## config.mk

```make
export PLATFORM = sky130hd
export DESIGN_NAME = i2s_audio_rx
export DESIGN_NICKNAME = d
export VERILOG_FILES = /design/src/rtl/i2s_audio_rx.sv
export SDC_FILE = /design/constraint.sdc
export NUM_CORES = 1
export LEC_CHECK = 0
export BUFFER_PORTS_ARGS = -buffer_cell sky130_fd_sc_hd__buf_2
export CAP_MARGIN = 25
export CORE_UTILIZATION = 60
export CTS_CLUSTER_DIAMETER = 150
export DETAILED_ROUTE_END_ITERATION = 6
export PLACE_DENSITY = 0.78
export RECOVER_POWER = 100
export SLEW_MARGIN = 10
export SYNTH_ARGS = -nofsm -noshare
export SYNTH_HDL_FRONTEND = slang
export SYNTH_SLANG_ARGS = --single-unit
export TNS_END_PERCENT = 50
```

## constraint.sdc

```tcl
create_clock -name clock -period 5.75 [get_ports clock]
set_input_delay 1.15 -clock clock [delete_from_list [all_inputs] [get_ports clock]]
set_output_delay 1.15 -clock clock [all_outputs]
set_load 0.01 [all_outputs]
```

## src/rtl/i2s_audio_rx.sv

```systemverilog
// I2S receiver: oversamples the codec's BCLK/LRCK/SDATA in the system clock domain
// and presents one MSB-aligned signed stereo pair per frame with a one-cycle strobe.
module i2s_audio_rx #(
    parameter int SAMPLE_BITS = 24
) (
    input  logic        clock,
    input  logic        reset_n,
    input  logic        i2s_bclk,
    input  logic        i2s_lrck,
    input  logic        i2s_sdata,
    output logic [31:0] audio_out_L,
    output logic [31:0] audio_out_R,
    output logic        audio_valid,
    output logic        frame_error
);

    typedef enum logic [1:0] {ST_SYNC, ST_LEFT, ST_RIGHT} state_t;

    state_t      state;
    logic        bclk_s1, bclk_s2, bclk_s3;
    logic        lrck_s1, lrck_s2;
    logic        sdata_s1, sdata_s2;
    logic        bit_ev, ev_lr, ev_sd;
    logic        lr_q, lr_valid, prev_ch;
    logic [31:0] shift_reg, hold_l;
    logic [5:0]  bit_cnt;
    logic [4:0]  bit_pos;
    logic        bad_count;

    assign bit_pos   = 5'd31 - bit_cnt[4:0];
    assign bad_count = (bit_cnt != 6'(SAMPLE_BITS));

    // Synchronizers plus a registered edge detect; lrck/sdata are captured
    // from the same stage as bclk so each bit event sees a coherent sample.
    always_ff @(posedge clock or negedge reset_n) begin
        if (!reset_n) begin
            bclk_s1  <= 1'b0;
            bclk_s2  <= 1'b0;
            bclk_s3  <= 1'b0;
            lrck_s1  <= 1'b0;
            lrck_s2  <= 1'b0;
            sdata_s1 <= 1'b0;
            sdata_s2 <= 1'b0;
            bit_ev   <= 1'b0;
            ev_lr    <= 1'b0;
            ev_sd    <= 1'b0;
        end else begin
            bclk_s1  <= i2s_bclk;
            bclk_s2  <= bclk_s1;
            bclk_s3  <= bclk_s2;
            lrck_s1  <= i2s_lrck;
            lrck_s2  <= lrck_s1;
            sdata_s1 <= i2s_sdata;
            sdata_s2 <= sdata_s1;
            bit_ev   <= bclk_s2 & ~bclk_s3;
            ev_lr    <= lrck_s2;
            ev_sd    <= sdata_s2;
        end
    end

    // lr_valid masks the first bit event after reset: lr_q still holds its
    // reset value there, so a channel change seen on it would be fictitious.
    always_ff @(posedge clock or negedge reset_n) begin
        if (!reset_n) begin
            state       <= ST_SYNC;
            lr_q        <= 1'b1;
            lr_valid    <= 1'b0;
            prev_ch     <= 1'b0;
            shift_reg   <= 32'd0;
            hold_l      <= 32'd0;
            bit_cnt     <= 6'd0;
            audio_out_L <= 32'd0;
            audio_out_R <= 32'd0;
            audio_valid <= 1'b0;
            frame_error <= 1'b0;
        end else begin
            audio_valid <= 1'b0;
            frame_error <= 1'b0;
            if (bit_ev) begin
                lr_q     <= ev_lr;
                lr_valid <= 1'b1;
                if (lr_valid) begin
                    prev_ch <= lr_q;
                    if (lr_q != prev_ch) begin
                        // Channel change: this bit is the MSB of a new word.
                        shift_reg <= {ev_sd, 31'd0};
                        bit_cnt   <= 6'd1;
                        case (state)
                            ST_SYNC: begin
                                if (!lr_q) state <= ST_LEFT;
                            end
                            ST_LEFT: begin
                                if (lr_q) begin
                                    hold_l      <= shift_reg;
                                    frame_error <= bad_count;
                                    state       <= ST_RIGHT;
                                end
                            end
                            ST_RIGHT: begin
                                if (!lr_q) begin
                                    audio_out_L <= hold_l;
                                    audio_out_R <= shift_reg;
                                    audio_valid <= 1'b1;
                                    frame_error <= bad_count;
                                    state       <= ST_LEFT;
                                end
                            end
                            default: state <= ST_SYNC;
                        endcase
                    end else begin
                        if (bit_cnt < 6'(SAMPLE_BITS))
                            shift_reg <= shift_reg | ({31'd0, ev_sd} << bit_pos);
                        if (bit_cnt != 6'h3f)
                            bit_cnt <= bit_cnt + 6'd1;
                    end
                end
            end
        end
    end

endmodule

```

After elaboration in Yosys (flattened, before gate mapping)

Cells that the tools add are included.

Add/sub/neg operators: 2
Magnitude comparators: 1
Eq/ne operators: 7
Shift-type cells: 1
Muxes and demuxes: 18
Bitwise gates (word level): 4
Reductions and logical operators: 10

Operator list:

| cell                                                | count |
|---|---|
| 2-to-1 mux 32 bit                                   | 2 |
| bitwise OR 32 bit                                   | 1 |
| << shifter 1 x 5 -> 32 bit                          | 1 |
| AND reduction 5 bit                                 | 3 |
| 2-to-1 mux 6 bit                                    | 2 |
| 2-to-1 mux 1 bit                                    | 10 |
| adder 6 x 1 -> 6 bit (second input constant)        | 1 |
| < comparator 6 x 5 -> 1 bit (second input constant) | 1 |
| != test 6 x 5 -> 1 bit (second input constant)      | 1 |
| != test 6 bit (second input constant)               | 1 |
| AND reduction 3 bit                                 | 2 |
| subtractor 5 bit (first input constant)             | 1 |
| 2-to-1 mux 2 bit                                    | 2 |
| != test 2 bit (second input constant)               | 2 |
| one-hot mux 2 bit (2 select lines)                  | 1 |
| nonzero test 2 bit                                  | 2 |
| == test 2 x 1 -> 1 bit (second input constant)      | 1 |
| == test 2 bit (second input constant)               | 1 |
| logical NOT 2 bit                                   | 1 |
| inverter 1 bit                                      | 2 |
| one-hot mux 1 bit (2 select lines)                  | 1 |
| AND reduction 2 bit                                 | 1 |
| OR reduction 2 bit                                  | 1 |
| AND 1 bit                                           | 1 |
| != test 1 bit                                       | 1 |

Bits in registers: 151
Bits of input ports: 5
Output and inout port bits: 66
Word-level logic and storage cells: 64

Logic depth before layout (Yosys ltp)

Gate-level depths: netlist of the first run.

Depth in word-level cells: 6
Mapped depth: 8
Depth with buffers taken out: 5

Worst setup path after synthesis of the first run

OpenSTA, ideal clock, no wires.

Path kind: reg2reg
Start point: register lr_q
End point: register hold_l[10]
Setup time: 125 ps
Arrival: 1931 ps
Required time: 5625 ps
Slack: 3695 ps
Stages on the path, launching flop included: 8
Buffers on the path: 2
Clock period less this slack: 2055 ps
Cells stage by stage: dfstp_2 -> inv_1 -> ha_1 -> buf_2 -> nand3b_1 -> nor2_4 -> buf_6 -> mux2_2

Word-level cells in the longest chain between the ends: 2

Ends and longest elaborated chain:

| what                            | line | RTL |
|---|---|---|
| start: declaration              | 24   | `logic lr_q, lr_valid, prev_ch;` |
| start signal: assignment        | 80   | `lr_q <= ev_lr;` |
| != test 1 bit                   | 84   | `if (lr_q != prev_ch) begin` |
| AND reduction 5 bit (no line) * | -    |  |
| end signal: assignment          | 94   | `hold_l <= shift_reg;` |
| end: declaration                | 25   | `logic [31:0] shift_reg, hold_l;` |

Every way passes the cells marked *; elsewhere a longest branch is shown, timed or not.
A chain may end at the register's enable or synchronous reset.

Worst setup path in the final report of the first run

Start point: register lr_q
End point: register audio_out_L[3]

Word-level cells in the longest chain between the ends: 2
Elaborated cells on any way between the ends: 3
Classes of those cells: eq/ne (1); bitwise (1); reduce/logical (1)

Ends and longest elaborated chain:

| what                                                   | line | RTL |
|---|---|---|
| != test 1 bit / inverter 1 bit (equally long branches) | -    |  |
| AND reduction 5 bit (no line) *                        | -    |  |
| end signal: assignment                                 | 101  | `audio_out_L <= hold_l;` |
| end: declaration                                       | 11   | `output logic [31:0] audio_out_L,` |

Marks and branches as above.

==> results of run 1 <==
[logic make-up (layout without fill, tap and decap cells)]
group	after synthesis	in the layout	share of synthesized area, %
AOI/OAI and AO/OA	44	44	4.87
buffers and inverters	26	110	2.35
muxes	100	100	19.4
DFF	151	151	65.1
and+or+nand+nor	81	81	7.22
adders and majority gates	5	5	1.08
[metal layers]
layer,vias up,track usage (%)
li1,1590,-
met1,1771,31.6
met2,101,36.3
met3,16,5.71
met4,0,10.3
met5,-,0
[area by class of cell]
type                    instances  area (µm²)
clock buffers                  17         414
inverters                       4        15.0
flip-flops and latches        151        3780
multi-input cells             230        1880
well taps                     129         161
clock inverters                15         164
repair buffers                 74         309
fillers                       633        2560
[power by group]
group / leakage, µW / switching [µW] / internal (µW) / total, µW
registers: 0.00206 / 69.3 / 1120 / 1190
logic: 0.000952 / 145 / 89.7 / 235
clock network: 0.000274 / 467 / 593 / 1060
total: 0.00329 / 682 / 1810 / 2490
[cells in the mapped netlist, types with 5 or more instances]
| library cell | n | share of area, % |
|---|---|---|
| a41oi_1 | 9 | 1.4 |
| and2_1 | 7 | 0.75 |
| buf_2 | 13 | 1.1 |
| clkbuf_1 | 6 | 0.39 |
| dfrtp_1 | 150 | 65 |
| ha_1 | 5 | 1.1 |
| mux2_1 | 7 | 1.4 |
| mux2_2 | 91 | 18 |
| nand2_1 | 30 | 1.9 |
| nand3_1 | 5 | 0.43 |
| nand4_1 | 7 | 0.75 |
| nor2_1 | 12 | 0.78 |
| nor2b_1 | 5 | 0.54 |
| o21ai_0 | 23 | 2.0 |
[worst max path at each step]
stage / start / end / slack [ps] / cells past startpoint
2_1_floorplan: lr_q / hold_l[10] / 3690 / 7
3_3_place_gp: lr_q / hold_l[24] / 3000 / 6
3_5_place_dp: lr_q / hold_l[14] / 2920 / 6
4_1_cts: lr_q / hold_l[14] / 2890 / 6
5_1_grt: bit_ev / audio_out_L[9] / 1500 / 4
6_report: lr_q / audio_out_L[3] / 1880 / 5
[layout by cell type (no fill, tap or decap), types with 7 or more instances in the layout]
cell type / synthesis / routed
a41oi_1: 9 / 9
nand2_1: 30 / 30
dfrtp_1: 150 / 150
o21ai_0: 23 / 23
mux2_2: 91 / 91
clkbuf_16: 0 / 16
clkbuf_1: 6 / 69
nor2_1: 12 / 12
nand4_1: 7 / 7
mux2_1: 7 / 7
[stage by stage]
stage          cells  hold WS (ps)  worst slack, ps  instance area [µm²]  utilization (%)
3_5_place_dp     587           335             2920                 6220             67.0
6_report         620           348             1880                 6730             72.5
4_1_cts          619           349             2890                 6800             73.3
3_3_place_gp     587           332             3000                 6220             67.0
2_1_floorplan    407           331             3690                 5800                -
5_1_grt          620           366             1500                 6730             72.5
==> impl_metrics.toml, run 1 <==
[worst_hold_path]
hold_path.class = "flip-flop to flip-flop"
min_to = "ev_lr"
worstHoldStart = "lrck_s2"
worstHoldPathCells = 0

[logic_synthesis]
yosys_warnings = 0
synth.distinct_cells = 36
syn-cell-area_um2 = 5800
synth_fp_nets = 417
synth_edf_count = 0
synth_seq_cells = 151
avgSynthCellArea_um2 = 14.3
ys.flop_type = "dfrtp_1"
ys_seq_area_share_pct = 65.1
async_reset_ff_share_pct = 100
postSynthCellCount = 407

[floorplan]
core_um2 = 9280
rows = 35
dieHeight_um = 100
ioPinCount = 71
start_util_pct = 62.5
dieWidth_um = 100
die_area_um2 = 10100

[setup_path]
reg2reg_depth = 5
cp.required_ps = 6150
crit_family = "buffers and inverters"
reg2reg_from = "lr_q"
cp-end-kind = "flip-flop"
worstPathCellList = "inv_1 > ha_1 > nand3_1 > clkbuf_1 > mux2_2"
r2r_end = "audio_out_L[3]"
slowest_delay_ps = 1400
path_buf_inv = 2
crit_slowest_cell = "clkbuf_1"
rrSetupSlack_ps = 1880
cp_max_fo = 35
crit_path_start_kind = "flip-flop"
critPathKind = "flip-flop to flip-flop"
cp.arrival_ps = 4280

[sta]
maxSlewViolCount = 123
fin_setup_tns_ps = 0
setup_viol = 0
fin_crit_ps = 3870
rsz0062_at_grt = "no"
worst_slew_pin_slew_ps = 2440
finalClockSkew_ps = 9.77
finalCritPeriodShare_pct = 67.4
finalHoldViolCount = 0
maxSlewHeadroom_pct = -62.8
fmax_ghz = 0.258

[clock_network]
cts_sinks = 151
post-cts-setup-buffer-count = 0
cts_buffers = 17
clk_pin_slew_ps = 70
clock_latency_ps = 520
cts-htree-levels = 4
cts-root-buf = "clkbuf_8"
clockBufferDepth = 2
cts.hold.buffers_added = 0
tritoncts = "built"
post_cts_resized = 0

[routing]
viasPerCell = 5.61
m1WireLength_mm = 4.57
final_antenna_net_count = 0
top_layer_used = "met4"
drc = 0
via_count = 3478
dr.pass1.iters = 4
met2_length_mm = 5.24
wl_met3_um = 487
routed_wirelength_mm = 10.5
routedWlPerCell_um = 16.9
drt_iter0_markers = 165

[grt]
grt_overflow = 0
grt_pass1_vias = 3477
grt_util_all_layers_pct = 23.3
grt_max_degree = 107
grt_pass1_wl_mm = 17.7
antenna_found_initial = 0

[final_layout]
final_nets = 488
syn_to_final_growth_pct = 15.9
drive_gt1_share_pct = 26.7
diodes = 0

[pwr]
pwr_density_cell_nw_per_um2 = 370
power_uw = 2490
power_leakage_uw = 0.00329
vdd_drop_max_mv = 0.227

[run_status]
status = "finished with violations"
violations = "max-capacitance violations, max-slew violations"

[place]
dpl.hpwl_mm = 6.74
gp_congestion = 0.955
place.port_buffers = 70

[flow_run]
maxCapViolCount = 3
(Power assumes the default switching activity.)
==> run 2: changes to the inputs <==
- ABC_AREA: default -> 1
- CORE_UTILIZATION: 60 -> 58
- PLACE_DENSITY: 0.78 -> 0.75
- clock period: 5.75 -> 3.95 ns (I/O delays scaled with it)
==> impl_metrics.toml, run 2 <==
[grt]
grt_util_met1_pct = 29.5
grt_util_all_layers_pct = 22.2
antenna_found_initial = 0
grt_max_degree = 95
met3_usage_pct = 5.01
use_met2_pct = 34.8
grt_overflow = 0
grt_pass1_wl_mm = 18.8
grt_pass1_vias = 3923
top_usage_layer = "met2"

[floorplan]
die_area_um2 = 10800
core_um2 = 9950
start_util_pct = 60.8
dieHeight_um = 104
rows = 36
dieWidth_um = 104
ioPinCount = 71

[routing]
routed_wirelength_mm = 11.0
viasPerCell = 5.20
routedWlPerCell_um = 14.5
drt_iter0_markers = 317
drc = 0
via_count = 3968
dr.pass1.iters = 5
final_antenna_net_count = 0

[logic_synthesis]
synth_area_leaders = "dfrtp_1 (62%), mux2_2 (6.0%), nand2_1 (5.5%)"
postSynthCellCount = 548
async_reset_ff_share_pct = 100
synth_fp_nets = 558
syn-cell-area_um2 = 6050
synth_seq_cells = 151
synthMostInstantiatedCell = "dfrtp_1"
avgSynthCellArea_um2 = 11.0
yosys_warnings = 0
synth.distinct_cells = 32
synth_top_area_share_pct = 62.0
yosys-top-cells-count = "dfrtp_1 (150), nand2_1 (88), a21oi_1 (56), nor2_1 (56), inv_1 (46)"
ys_seq_area_share_pct = 62.5
synth_edf_count = 0
yosysTopAreaCell = "dfrtp_1"
ys.flop_type = "dfrtp_1"

[run_status]
violations = "max-capacitance violations, max-slew violations"
status = "finished with violations"

[place]
gp_congestion = 0.916
place.port_buffers = 70
place_inst = 731
dpl.hpwl_mm = 7.32

[final_layout]
mostFrequentLayoutCells = "dfrtp_1 (150), nand2_1 (95), clkbuf_1 (68)"
final_nets = 627
nFillCells = 816
syn_to_final_growth_pct = 12.3
final_common_cell = "dfrtp_1"
drive_gt1_share_pct = 14.9
diodes = 0
final_cells = 763

[clock_network]
clock_latency_ps = 530
clockBufferDepth = 2
tritoncts = "built"
cts.hold.buffers_added = 0
cts_buffers = 17
cts_sinks = 151
post-cts-setup-buffer-count = 0
post_cts_resized = 0
clk_pin_slew_ps = 60
cts-root-buf = "clkbuf_8"
cts-htree-levels = 4

[pwr]
pwr_density_cell_nw_per_um2 = 621
power_leakage_uw = 0.00318
vdd_drop_max_mv = 0.406

[flow_run]
maxCapViolCount = 2

[setup_path]
cp.arrival_ps = 3170
cp-end-kind = "flip-flop"
critPathKind = "flip-flop to flip-flop"
worstPathCellList = "inv_1 > ha_1 > nand2_1 > nor2_4 > clkbuf_1 > mux2_2"
cp_max_fo = 41
cp.required_ps = 4350
crit_path_start_kind = "flip-flop"
slowest_delay_ps = 1300
crit_slowest_cell = "clkbuf_1"

[sta]
setup_viol = 0
fin_setup_tns_ps = 0
fin_crit_ps = 2770
rsz0062_at_grt = "no"
finalClockSkew_ps = 7.78
worst_slew_pin_slew_ps = 2200
finalCritPeriodShare_pct = 70.1
maxSlewViolCount = 137
fmax_ghz = 0.361
finalHoldViolCount = 0
holdWs_ps = 347
maxSlewHeadroom_pct = -46.7

[worst_hold_path]
hold_path.class = "flip-flop to flip-flop"
run 2: layer usage:
layer  vias up  share of wire (%)  wire length [µm]
met5         -                  0                 0
li1       1908                  -                 -
met3        23                4.6               508
met1      1918                 45              4960
met4         0                2.2               243
met2       119                 48              5330
run 2: area by class of cell:
cell class | instances | area (µm²) | area share (%)
sequential | 151 | 3780 | 55.6
multi-input combinational | 324 | 1780 | 26.2
clock buffer | 20 | 455 | 6.70
timing repair buffer | 76 | 298 | 4.38
inverter | 47 | 178 | 2.61
tap | 133 | 166 | 2.45
clock inverter | 12 | 139 | 2.04
run 2: final timing paths:
kind	cells past startpoint	start	endpoint	slack, ps
max	6	lr_q	audio_out_L[21]	1180
min	0	bclk_s1	bclk_s2	350
max reg2reg	6	lr_q	audio_out_L[21]	1180
min reg2reg	0	bclk_s1	bclk_s2	350
max in group asynchronous	2	reset_n	shift_reg[19]	1340
min in group asynchronous	1	reset_n	audio_out_L[7]	910
run 2: worst max-delay path, delay by kind of cell (launching register included):
| family | cells | cell delay [ps] |
|---|---|---|
| AND/OR/NAND/NOR | 2 | 170 |
| adder cells (fa/ha/maj) | 1 | 170 |
| buffers and inverters | 2 | 1440 |
| flip-flops | 1 | 390 |
| multiplexers | 1 | 450 |
run 2: cells by family after synthesis:
family,count (synthesis),synth area share (%)
simple gates,178,13.2
flops,151,62.5
compound gates,108,10.9
buf+inv,73,6.29
mux,32,5.96
fa+ha+maj,5,1.03
xor+xnor,1,0.145
run 2: per-stage QoR:
step	instance area (µm²)	power (µW)	setup WS, ps	utilization (%)
3_3_place_gp	6410	2680	1670	64.4
3_5_place_dp	6410	2720	1580	64.4
4_1_cts	7010	4320	1550	70.4
6_report	6800	4220	1180	68.3
5_1_grt	6800	4450	829	68.3
2_1_floorplan	6050	2420	2120	-
run 2: power breakdown:
group | internal, µW | switching (µW) | leakage (µW)
clock | 959 | 626 | 0.000298
sequential | 1790 | 163 | 0.00205
combinational | 234 | 448 | 0.000830
